==> src/rtl/temporizador_magnetron.sv <==
// Microwave cook timer: four BCD digits (mm:ss) entered from the keypad,
// magnetron enable latch, and a once-per-second countdown while running.
module temporizador_magnetron #(
    parameter int unsigned TICK_DIV = 100
) (
    input  logic       clk,
    input  logic       resetn,
    input  logic       set,
    input  logic       reset,
    input  logic       clear,
    input  logic       load,
    input  logic [3:0] digit,
    output logic       mag_on,
    output logic       timer_done,
    output logic       done_pulse,
    output logic [3:0] min_tens,
    output logic [3:0] min_units,
    output logic [3:0] sec_tens,
    output logic [3:0] sec_units
);

    localparam int unsigned PW = (TICK_DIV > 1) ? $clog2(TICK_DIV) : 1;

    typedef enum logic [1:0] {StIdle, StReady, StRun} state_e;

    state_e        state_q, state_d;
    logic [3:0]    mt_q, mu_q, st_q, su_q;
    logic [3:0]    mt_d, mu_d, st_d, su_d;
    logic [3:0]    mt_dec, mu_dec, st_dec, su_dec;
    logic [PW-1:0] presc_q, presc_d;
    logic          mag_on_q, done_pulse_q, done_pulse_d;
    logic          tick, dec_zero, load_ok, load_zero;

    assign tick      = (presc_q == PW'(TICK_DIV - 1));
    assign dec_zero  = ({mt_dec, mu_dec, st_dec, su_dec} == 16'h0000);
    // A seconds-units digit above 5 would become an illegal seconds-tens digit.
    assign load_ok   = (digit <= 4'd9) && (su_q <= 4'd5);
    assign load_zero = ({mu_q, st_q, su_q, digit} == 16'h0000);

    // One-second BCD decrement with borrow chain su -> st -> mu -> mt.
    always_comb begin
        mt_dec = mt_q;
        mu_dec = mu_q;
        st_dec = st_q;
        su_dec = su_q;
        if (su_q != 4'd0) begin
            su_dec = su_q - 4'd1;
        end else begin
            su_dec = 4'd9;
            if (st_q != 4'd0) begin
                st_dec = st_q - 4'd1;
            end else begin
                st_dec = 4'd5;
                if (mu_q != 4'd0) begin
                    mu_dec = mu_q - 4'd1;
                end else begin
                    mu_dec = 4'd9;
                    mt_dec = mt_q - 4'd1;
                end
            end
        end
    end

    always_comb begin
        state_d      = state_q;
        mt_d         = mt_q;
        mu_d         = mu_q;
        st_d         = st_q;
        su_d         = su_q;
        presc_d      = '0;
        done_pulse_d = 1'b0;
        if (clear) begin
            {mt_d, mu_d, st_d, su_d} = 16'h0000;
            state_d = StIdle;
        end else if (reset) begin
            if (state_q == StRun) state_d = StReady;
        end else if (state_q == StRun) begin
            if (tick) begin
                {mt_d, mu_d, st_d, su_d} = {mt_dec, mu_dec, st_dec, su_dec};
                if (dec_zero) begin
                    state_d      = StIdle;
                    done_pulse_d = 1'b1;
                end
            end else begin
                presc_d = presc_q + PW'(1);
            end
        end else if (set) begin
            if (state_q == StReady) state_d = StRun;
        end else if (load && load_ok) begin
            {mt_d, mu_d, st_d, su_d} = {mu_q, st_q, su_q, digit};
            state_d = load_zero ? StIdle : StReady;
        end
    end

    always_ff @(posedge clk or negedge resetn) begin
        if (!resetn) begin
            state_q      <= StIdle;
            mt_q         <= '0;
            mu_q         <= '0;
            st_q         <= '0;
            su_q         <= '0;
            presc_q      <= '0;
            mag_on_q     <= 1'b0;
            done_pulse_q <= 1'b0;
        end else begin
            state_q      <= state_d;
            mt_q         <= mt_d;
            mu_q         <= mu_d;
            st_q         <= st_d;
            su_q         <= su_d;
            presc_q      <= presc_d;
            mag_on_q     <= (state_d == StRun);
            done_pulse_q <= done_pulse_d;
        end
    end

    assign mag_on     = mag_on_q;
    assign done_pulse = done_pulse_q;
    assign timer_done = ({mt_q, mu_q, st_q, su_q} == 16'h0000);
    assign min_tens   = mt_q;
    assign min_units  = mu_q;
    assign sec_tens   = st_q;
    assign sec_units  = su_q;

endmodule

==> config.mk <==
export PLATFORM = sky130hd
export DESIGN_NAME = temporizador_magnetron
export DESIGN_NICKNAME = d
export VERILOG_FILES = /design/src/rtl/temporizador_magnetron.sv
export SDC_FILE = /design/constraint.sdc
export NUM_CORES = 1
export LEC_CHECK = 0
export CORE_ASPECT_RATIO = 0.5
export CORE_UTILIZATION = 45
export DETAILED_ROUTE_END_ITERATION = 12
export DONT_BUFFER_PORTS = 1
export PLACE_DENSITY = 0.7
export SLEW_MARGIN = 20
export SYNTH_ARGS = -nofsm -noshare
export SYNTH_HDL_FRONTEND = slang
export SYNTH_SLANG_ARGS = --single-unit
==> constraint.sdc <==
create_clock -name clk -period 3.7 [get_ports clk]
set_input_delay 0.74 -clock clk [delete_from_list [all_inputs] [get_ports clk]]
set_output_delay 0.74 -clock clk [all_outputs]
set_load 0.02 [all_outputs]
==> results of run 1 <==
==> synthesized netlist by cell type (all sizes together) (2+ instances only) <==
cell type and n:
o2bb2ai 2, dfrtp 27, o21bai 2, xor2 2, inv 5, o21ai 24
o31ai 3, nand4 3, nor3 10, nand2b 4, clkbuf 9, nor2b 4
a21oi 12, ha 3, xnor2 4, nor2 31, nor4 8, nand2 10
buf 5, a31oi 2, or4 4, a211oi 2, and2 6, nand3 6
==> layout make-up <==
type,instances,area (um^2)
inverter,5,18.8
sequential,27,676
fill,361,1750
multi-input combinational,161,946
timing repair buffer,3,22.5
tap,51,63.8
clock buffer,3,41.3
clock inverter,1,7.51
==> power groups by stage <==
stage          Clock, uW  Combinational (uW)  Sequential, uW
2_1_floorplan          0                39.1             307
3_5_place_dp           0                45.4             309
4_1_cts              182                45.7             303
3_3_place_gp           0                45.2             309
5_1_grt              191                51.3             304
6_report             173                46.1             303
==> cell families after synthesis <==
group                      synth area share (%)
xor gates and xnor gates                   3.07
AOI/OAI and AO/OA                          21.7
and+or+nand+nor                            27.7
adders and majority gates                  2.20
muxes                                     0.586
buffers and inverters                      5.12
DFF                                        39.5
==> worst register-to-register path, cell delays in order (launching register included) <==
cell and delay, ns:
dfrtp_1 0.57, and2_1 0.28, a211oi_1 0.42, a22oi_1 0.14, nand2b_1 0.40, o41ai_1 0.42
==> how the worst max path moves through the flow <==
stage / end / slack, ns
finish: timer_done / 0.84
global route: timer_done / 0.68
CTS: timer_done / 0.85
detailed placement: timer_done / 1.18
global placement: min_units[1] / 1.23
floorplan: timer_done / 1.16
==> through the flow <==
stage | instances | area [um^2] | setup slack (ns) | utilization (%) | hold slack [ns]
floorplan | 207 | 1710 | 1.16 | - | 0.424
CTS | 251 | 1780 | 0.851 | 50.3 | 0.130
global route | 251 | 1780 | 0.678 | 50.3 | 0.117
detailed placement | 247 | 1730 | 1.18 | 48.9 | 0.445
global placement | 247 | 1730 | 1.23 | 48.9 | 0.442
finish | 251 | 1780 | 0.844 | 50.3 | 0.143
==> metal layers <==
metal | track usage [%] | share of wire [%]
met1 | 29.8 | 48
met2 | 31.8 | 44
met3 | 6.70 | 6.9
met4 | 4.76 | 0.90
met5 | 0 | 0
==> state kept, by name (all words and copies together) (netlist names) <==
name	cells
mag_on	1
done_pulse	1
sec_units	4
min_units	4
sec_tens	4
min_tens	4
presc_q	7
state_q	2
==> summary.txt, run 1 <==
Outcome: complete, no violations
Vias per Instance: 5.99
Worst R2R Setup Slack: 1.37 ns
I/O pin count: 29
IO Port Bufs: 0
Maximum fanout along the worst path: 8
Core Region: 0.00353 mm^2
Synth area leaders: dfrtp_1, nor2_1, o21ai_0
# Post-CTS Setup Buffers: 0
Pwr Density: 294 mW/mm^2
Most used DFF post-synth: dfrtp_1
Worst-path cell with the longest stage delay: dfrtp_1
CP startpoint: sec_units[3]
Total Wirelength: 3.89 mm
#FFs+latches synth: 27
Starting DRT DRC Count: 143
WS Path Type: reg -> out
CTS resizes: 0
CP Capture Type: primary output
Final hold violation count: 0
Mapped cell area: 0.00171 mm^2
Gr ovfl total: 0
Share of layout cells above drive strength 1: 6.00%
R2R Path End: min_units[1]
Global-route wire length before repair: 6.36 mm
Max Slew Vio Count: 0
Pre-Repair DR Iteration Count: 4
Worst Path Buf+Inv: 0
Worst VDD drop: 0.000126 V
Sw Share: 25.1%
Clock power frac: 33.1%
Clock Path Buffers: 2
Register share of total power: 58.1%
Final #Nets: 214
Async SR Flop Fraction: 100%
Critical Path RT: 2.96 ns
Tot Pwr: 522 uW
Critical path's top delay family: simple AND/OR/NAND/NOR gates
Cells along the critical path: nor4_2 > nand4_1 > nor3_1 > and2_1
NetSw: 131 uW
ANT cells: 0
Post-DP HPWL: 2.72 mm
Critical R2R Launch: sec_units[1]
Die Ht: 45.6 um
Worst Setup Start Kind: register
Full die area: 0.00406 mm^2
Antenna-violating nets left: 0
Post-Route Setup TNS: 0 ns
Post-layout min period: 2.86 ns
Initial Util: 48.4%
Max incr delay on CP: 0.54 ns
Ys Warns: 0
Die Span X: 89.2 um
Largest net degree at the start of global routing: 28
Most frequent cells in the layout: nor2_1, dfrtp_1, o21ai_0
Cell taking the most area after synthesis: dfrtp_1
Final routed DRC violation total: 0
WP data arrival: 2.12 ns
Leak: 0.000687 uW
Vias in the first global route: 1309
Number of hold buffers added after cts: 0
Clk sink count: 27
Hold WC Path Type: in -> async
Mapped Cells: 207
Share of the synthesized area in the top cell type: 39.5%
GRT Total Usage: 21.1%
Worst-margin pin slew: 0.764 ns
Stages on worst setup path: 4
RSZ-0062 raised after global routing: false
Detailed-route via count: 1504
Max frequency: 350 MHz
Area Overhead vs Synth: 3.88%
Routability cong.: 0.801
H-tree Lvls: 1
Clock slew at reported path FFs: 0.10 ns
# setup viols final: 0
Number of max-cap violations: 0
Count of flip-flops with a built-in enable after synthesis: 0
Commonest non-fill, non-tap cell in the layout: nor2_1
FP Rows: 15
Max-slew headroom: 49.0%
Library cells used by synthesis: 49
Syn_nets: 220
Register area share after synthesis: 39.5%
CTS tree: done
Syn Area/Cell: 8.26 um^2
Pint: 391 uW
Initial antenna violation count: 0
Clock buffers created by TritonCTS: 3
DR WL/cell: 15.5 um
Clk_lat worst skew: 0.28 ns
Root Driver: clkbuf_8
Comb power frac: 8.8%
Reg2Reg Depth: 5
Final Skew: 0.00545 ns
Tcrit/Tclk final: 77.2%
(Power assumes the default switching activity.)
==> run 2: changes to the inputs <==
==> constraint.sdc (replaced) <==
create_clock -name clk -period 3 [get_ports clk]
set_input_delay 0.6 -clock clk [delete_from_list [all_inputs] [get_ports clk]]
set_output_delay 0.6 -clock clk [all_outputs]
set_load 0.02 [all_outputs]
==> run 2 against run 1 <==
Effect of this change: first-iteration DRC count decreased by 12%; sequential power increased by 23%; power is 24% higher; combinational power up 45%; final cell count up 1.2%; die area unchanged; critical path type unchanged; largest power group unchanged; highest routed layer unchanged.
==> summary.txt, run 2 (same netlist as run 1, synthesis figures left out) <==
Final Skew: 0.00473 ns
Clk_lat worst skew: 0.27 ns
CP Capture Type: primary output
Outcome: complete, no violations
Worst Path Buf+Inv: 0
Area Overhead vs Synth: 5.71%
Clk sink count: 27
Sw Share: 25.3%
Reg2Reg Depth: 5
WS Path Type: reg -> out
Non-filler cells, final: 254
Clock power frac: 32.2%
Total Wirelength: 4.03 mm
Core Region: 0.00353 mm^2
Max-slew headroom: 28.8%
Antenna-violating nets left: 0
CTS tree: done
Initial Util: 48.4%
Share of layout cells above drive strength 1: 6.90%
Post-layout min period: 2.62 ns
Tcrit/Tclk final: 87.5%
Gr ovfl total: 0
Clock slew at reported path FFs: 0.09 ns
NetSw: 164 uW
Pwr Density: 359 mW/mm^2
Global-route wire length before repair: 6.65 mm
Final routed DRC violation total: 0
# Post-CTS Setup Buffers: 0
Critical path's top delay family: simple AND/OR/NAND/NOR gates
Critical R2R Launch: sec_units[1]
Register share of total power: 57.5%
Vias in the first global route: 1395
Commonest non-fill, non-tap cell in the layout: nor2_1
Full die area: 0.00406 mm^2
Largest net degree at the start of global routing: 28
# setup viols final: 0
Number of max-cap violations: 0
Dpl ws: 0.675 ns
Largest register FFs: 7
Max frequency: 381 MHz
Hold WC Path Type: in -> async
Routability cong.: 0.838
Fill count: 348
Final hold violation count: 0
Worst-path cell with the longest stage delay: dfrtp_1
Pre-Repair DR Iteration Count: 4
Vias per Instance: 6.06
Post-DP HPWL: 2.86 mm
WP data arrival: 2.02 ns
Worst-margin pin slew: 1.07 ns
FP Rows: 15
Root Driver: clkbuf_8
Die Ht: 45.6 um
Die Span X: 89.2 um
Clock Path Buffers: 2
Worst VDD drop: 0.000144 V
IO Port Bufs: 0
Most frequent cells in the layout: nor2_1, dfrtp_1, o21ai_0
Placed Instances: 249
Leak: 0.000706 uW
Worst R2R Setup Slack: 0.64 ns
R2R Path End: min_tens[2]
Comb power frac: 10.3%
Detailed-route via count: 1539
Pint: 485 uW
Worst setup margin: 0.376 ns
Critical Path RT: 2.40 ns
Maximum fanout along the worst path: 12
GRT Total Usage: 21.4%
ANT cells: 0
Final #Nets: 217
Max incr delay on CP: 0.58 ns
Largest Register: presc_q
DR WL/cell: 15.9 um
Cells along the critical path: nor4_2 > nand4_1 > nor3_1 > and2_1
Max Slew Vio Count: 0
Initial antenna violation count: 0
RSZ-0062 raised after global routing: false
Worst Setup Start Kind: register
Clock buffers created by TritonCTS: 3
H-tree Lvls: 1
Post-Route Setup TNS: 0 ns
I/O pin count: 29
Starting DRT DRC Count: 126
run 2: power by group through the flow:
| stage | sequential (uW) | clock (uW) | combinational, uW |
|---|---|---|---|
| 3_3_place_gp | 380 | 0 | 55.9 |
| 4_1_cts | 373 | 216 | 56.8 |
| 3_5_place_dp | 380 | 0 | 56.6 |
| 2_1_floorplan | 378 | 0 | 48.2 |
| 6_report | 373 | 209 | 67.0 |
| 5_1_grt | 374 | 226 | 75.5 |
run 2: final cells by class:
type / count / area, um^2 / area share, %
repair buffers: 6 / 57.6 / 3.19
well taps: 51 / 63.8 / 3.53
flip-flops and latches: 27 / 676 / 37.4
multi-input cells: 161 / 946 / 52.4
inverters: 5 / 18.8 / 1.04
clock buffers: 4 / 45.0 / 2.49
run 2: metal layers:
metal / part of all wire (%) / routed length (um) / up-vias / track usage [%]
met3: 5.9 / 239 / 4 / 5.62
met1: 47 / 1880 / 752 / 29.1
li1: - / - / 746 / -
met5: 0 / 0 / - / 0
met4: 0.52 / 21 / 0 / 1.90
met2: 47 / 1890 / 37 / 36.0
run 2: timing repair:
item / 4_1_cts / 5_1_grt
gates resized for setup: 0 / 0
endpoints found under the hold margin: 0 / 27
hold buffers: 0 / 1
run 2: metrics by stage:
| stage | util, % | cell area [um^2] | power [uW] | hold slack, ns |
|---|---|---|---|---|
| 6_report | 51.2 | 1810 | 649 | 0.134 |
| 2_1_floorplan | - | 1710 | 426 | 0.304 |
| 4_1_cts | 50.6 | 1790 | 646 | 0.00316 |
| 5_1_grt | 51.2 | 1810 | 675 | 0.136 |
| 3_3_place_gp | 49.4 | 1740 | 436 | 0.305 |
| 3_5_place_dp | 49.4 | 1740 | 437 | 0.305 |
run 2: how the worst max path moves through the flow:
stage / start / to / slack [ns] / cells after the start
3_3_place_gp: sec_units[2] / timer_done / 0.69 / 4
2_1_floorplan: sec_units[0] / timer_done / 0.60 / 6
5_1_grt: sec_units[0] / timer_done / 0.18 / 4
6_report: sec_units[0] / timer_done / 0.38 / 4
4_1_cts: sec_units[0] / timer_done / 0.38 / 4
3_5_place_dp: digit[1] / min_units[1] / 0.68 / 5
==> run 3: changes to the inputs <==
--- a/config.mk
+++ b/config.mk
@@ -7,6 +7,8 @@
 export LEC_CHECK = 0
 export CORE_ASPECT_RATIO = 0.5
 export CORE_UTILIZATION = 45
+export CTS_BUF_LIST = sky130_fd_sc_hd__clkbuf_4
+export CTS_CLUSTER_DIAMETER = 120
 export DETAILED_ROUTE_END_ITERATION = 12
 export DONT_BUFFER_PORTS = 1
 export PLACE_DENSITY = 0.7
==> constraint.sdc (replaced) <==
create_clock -name clk -period 2.95 [get_ports clk]
set_input_delay 0.59 -clock clk [delete_from_list [all_inputs] [get_ports clk]]
set_output_delay 0.59 -clock clk [all_outputs]
set_load 0.02 [all_outputs]
==> run 3 against run 2 <==
Effect of this change: wire length down 1.2%; sequential cell count unchanged; power down 5.2%; register-to-register slack worse by 0.07 ns; clock skew up 0.011 ns; design area down 0.14%; first-iteration DRC count up 10%; clock-buffer cell count down 1; setup slack worse by 0.14 ns; core utilization down 0.071 points; final cell count up 0.79%.
==> summary.txt, run 3 (same netlist as run 1, synthesis figures left out) <==
Outcome: complete, no violations
Initial Util: 48.4%
Max-slew headroom: 28.1%
Root Driver: clkbuf_4
CP startpoint: sec_units[1]
Initial antenna violation count: 0
Antenna-violating nets left: 0
Starting DRT DRC Count: 139
Clock buffers created by TritonCTS: 3
Reg2Reg Depth: 5
Share of layout cells above drive strength 1: 8.29%
Die Ht: 45.6 um
Clock power frac: 27.0%
Critical R2R Launch: sec_units[1]
Final routed DRC violation total: 0
Maximum fanout along the worst path: 11
Placed Instances: 251
Post-layout min period: 2.71 ns
# Post-CTS Setup Buffers: 0
CP Capture Type: primary output
Area taken by multi-input logic gates: 946 um^2
Global-route wire length before repair: 6.76 mm
Final Skew: 0.0157 ns
Vias in the first global route: 1381
ANT cells: 0
Final hold violation count: 0
Pint: 449 uW
Clock slew at reported path FFs: 0.16 ns
I/O pin count: 29
Area Overhead vs Synth: 5.56%
IO Port Bufs: 0
Leak: 0.000712 uW
RSZ-0062 raised after global routing: false
Largest net degree at the start of global routing: 28
R2R Path End: sec_tens[2]
Clk_lat worst skew: 0.34 ns
Fill count: 356
Critical Path RT: 2.36 ns
Worst-margin pin slew: 1.08 ns
Number of max-cap violations: 0
# setup viols final: 0
Largest register FFs: 7
GRT Total Usage: 22.2%
Clock Path Buffers: 2
CTS tree: done
Gr ovfl total: 0
Core Region: 0.00353 mm^2
Post-DP HPWL: 2.77 mm
Detailed-route via count: 1531
Final #Nets: 219
Comb power frac: 11.6%
Post-Route Setup TNS: 0 ns
DR WL/cell: 15.6 um
Register area: 676 um^2
WS Path Type: reg -> out
Routability cong.: 0.791
Vias per Instance: 5.98
Non-filler cells, final: 256
Total Wirelength: 3.98 mm
Most frequent cells in the layout: nor2_1, dfrtp_1, o21ai_0
Worst R2R Setup Slack: 0.57 ns
Max frequency: 369 MHz
H-tree Lvls: 1
Sw Share: 27.1%
Worst Setup Start Kind: register
Clk sink count: 27
Register share of total power: 61.4%
Full die area: 0.00406 mm^2
Worst VDD drop: 0.000111 V
Pre-Repair DR Iteration Count: 4
Hold WC Path Type: in -> async
Die Span X: 89.2 um
WP data arrival: 2.12 ns
Worst Setup EP: timer_done
Commonest non-fill, non-tap cell in the layout: nor2_1
Pwr Density: 341 mW/mm^2
FP Rows: 15
Tcrit/Tclk final: 92.0%
Largest Register: presc_q
NetSw: 167 uW
Max Slew Vio Count: 0
-- run 3: changes by cell type in the layout (fill, tap and decap cells not counted), sizes merged --
| cell | delta |
|---|---|
| buf | +2 |
| clkinv | +1 |
| clkbuf | -1 |
-- run 3: how the worst min path moves through the flow --
stage	start	to	depth (start not counted)
floorplan	resetn	done_pulse	0
global placement	resetn	mag_on	0
detailed placement	resetn	mag_on	0
CTS	resetn	sec_units[3]	1
global route	resetn	sec_units[1]	1
finish	resetn	sec_units[1]	1
-- run 3: area by class of cell --
type / count / area share [%]
clock buffer: 3 / 1.25
clock inverter: 1 / 0.277
inverter: 5 / 1.04
multi-input combinational: 161 / 52.4
sequential: 27 / 37.4
tap: 51 / 3.54
timing repair buffer: 8 / 4.02
-- run 3: power groups by stage --
stage	clock [uW]	sequential [uW]	combinational, uW
2_1_floorplan	0	385	49.0
3_3_place_gp	0	385	59.9
3_5_place_dp	0	385	60.8
4_1_cts	177	378	71.7
5_1_grt	187	379	80.0
6_report	166	378	71.3
-- run 3: worst max-delay path, cell delays in order (launching register included) --
cell and delay [ns]:
dfrtp_1 0.59, nor4_2 0.44, nand4_1 0.21, nor3_1 0.26, and2_1 0.29
-- run 3: what timing repair did --
| item | CTS | global route |
|---|---|---|
| hold buffers | 1 | 0 |
| resized for setup | 0 | 0 |
| endpoints found under the hold margin | 27 | 0 |
-- run 3: per-layer routing --
layer	vias to the layer above	routed length [um]	global-route usage, %
li1	749	-	-
met1	730	1920	31.6
met2	50	1710	33.0
met3	2	324	6.88
met4	0	24	5.08
met5	-	0	0
-- run 3: stage by stage --
step                area [um^2]  utilization [%]  power (uW)  worst slack, ns  hold WS [ns]
floorplan                  1710                -         434            0.565         0.294
global placement           1760             49.8         445            0.668         0.295
detailed placement         1760             49.8         446            0.641         0.295
CTS                        1800             51.1         626            0.262        0.0353
global route               1800             51.1         645           0.0541        0.0297
finish                     1800             51.1         616            0.237        0.0362
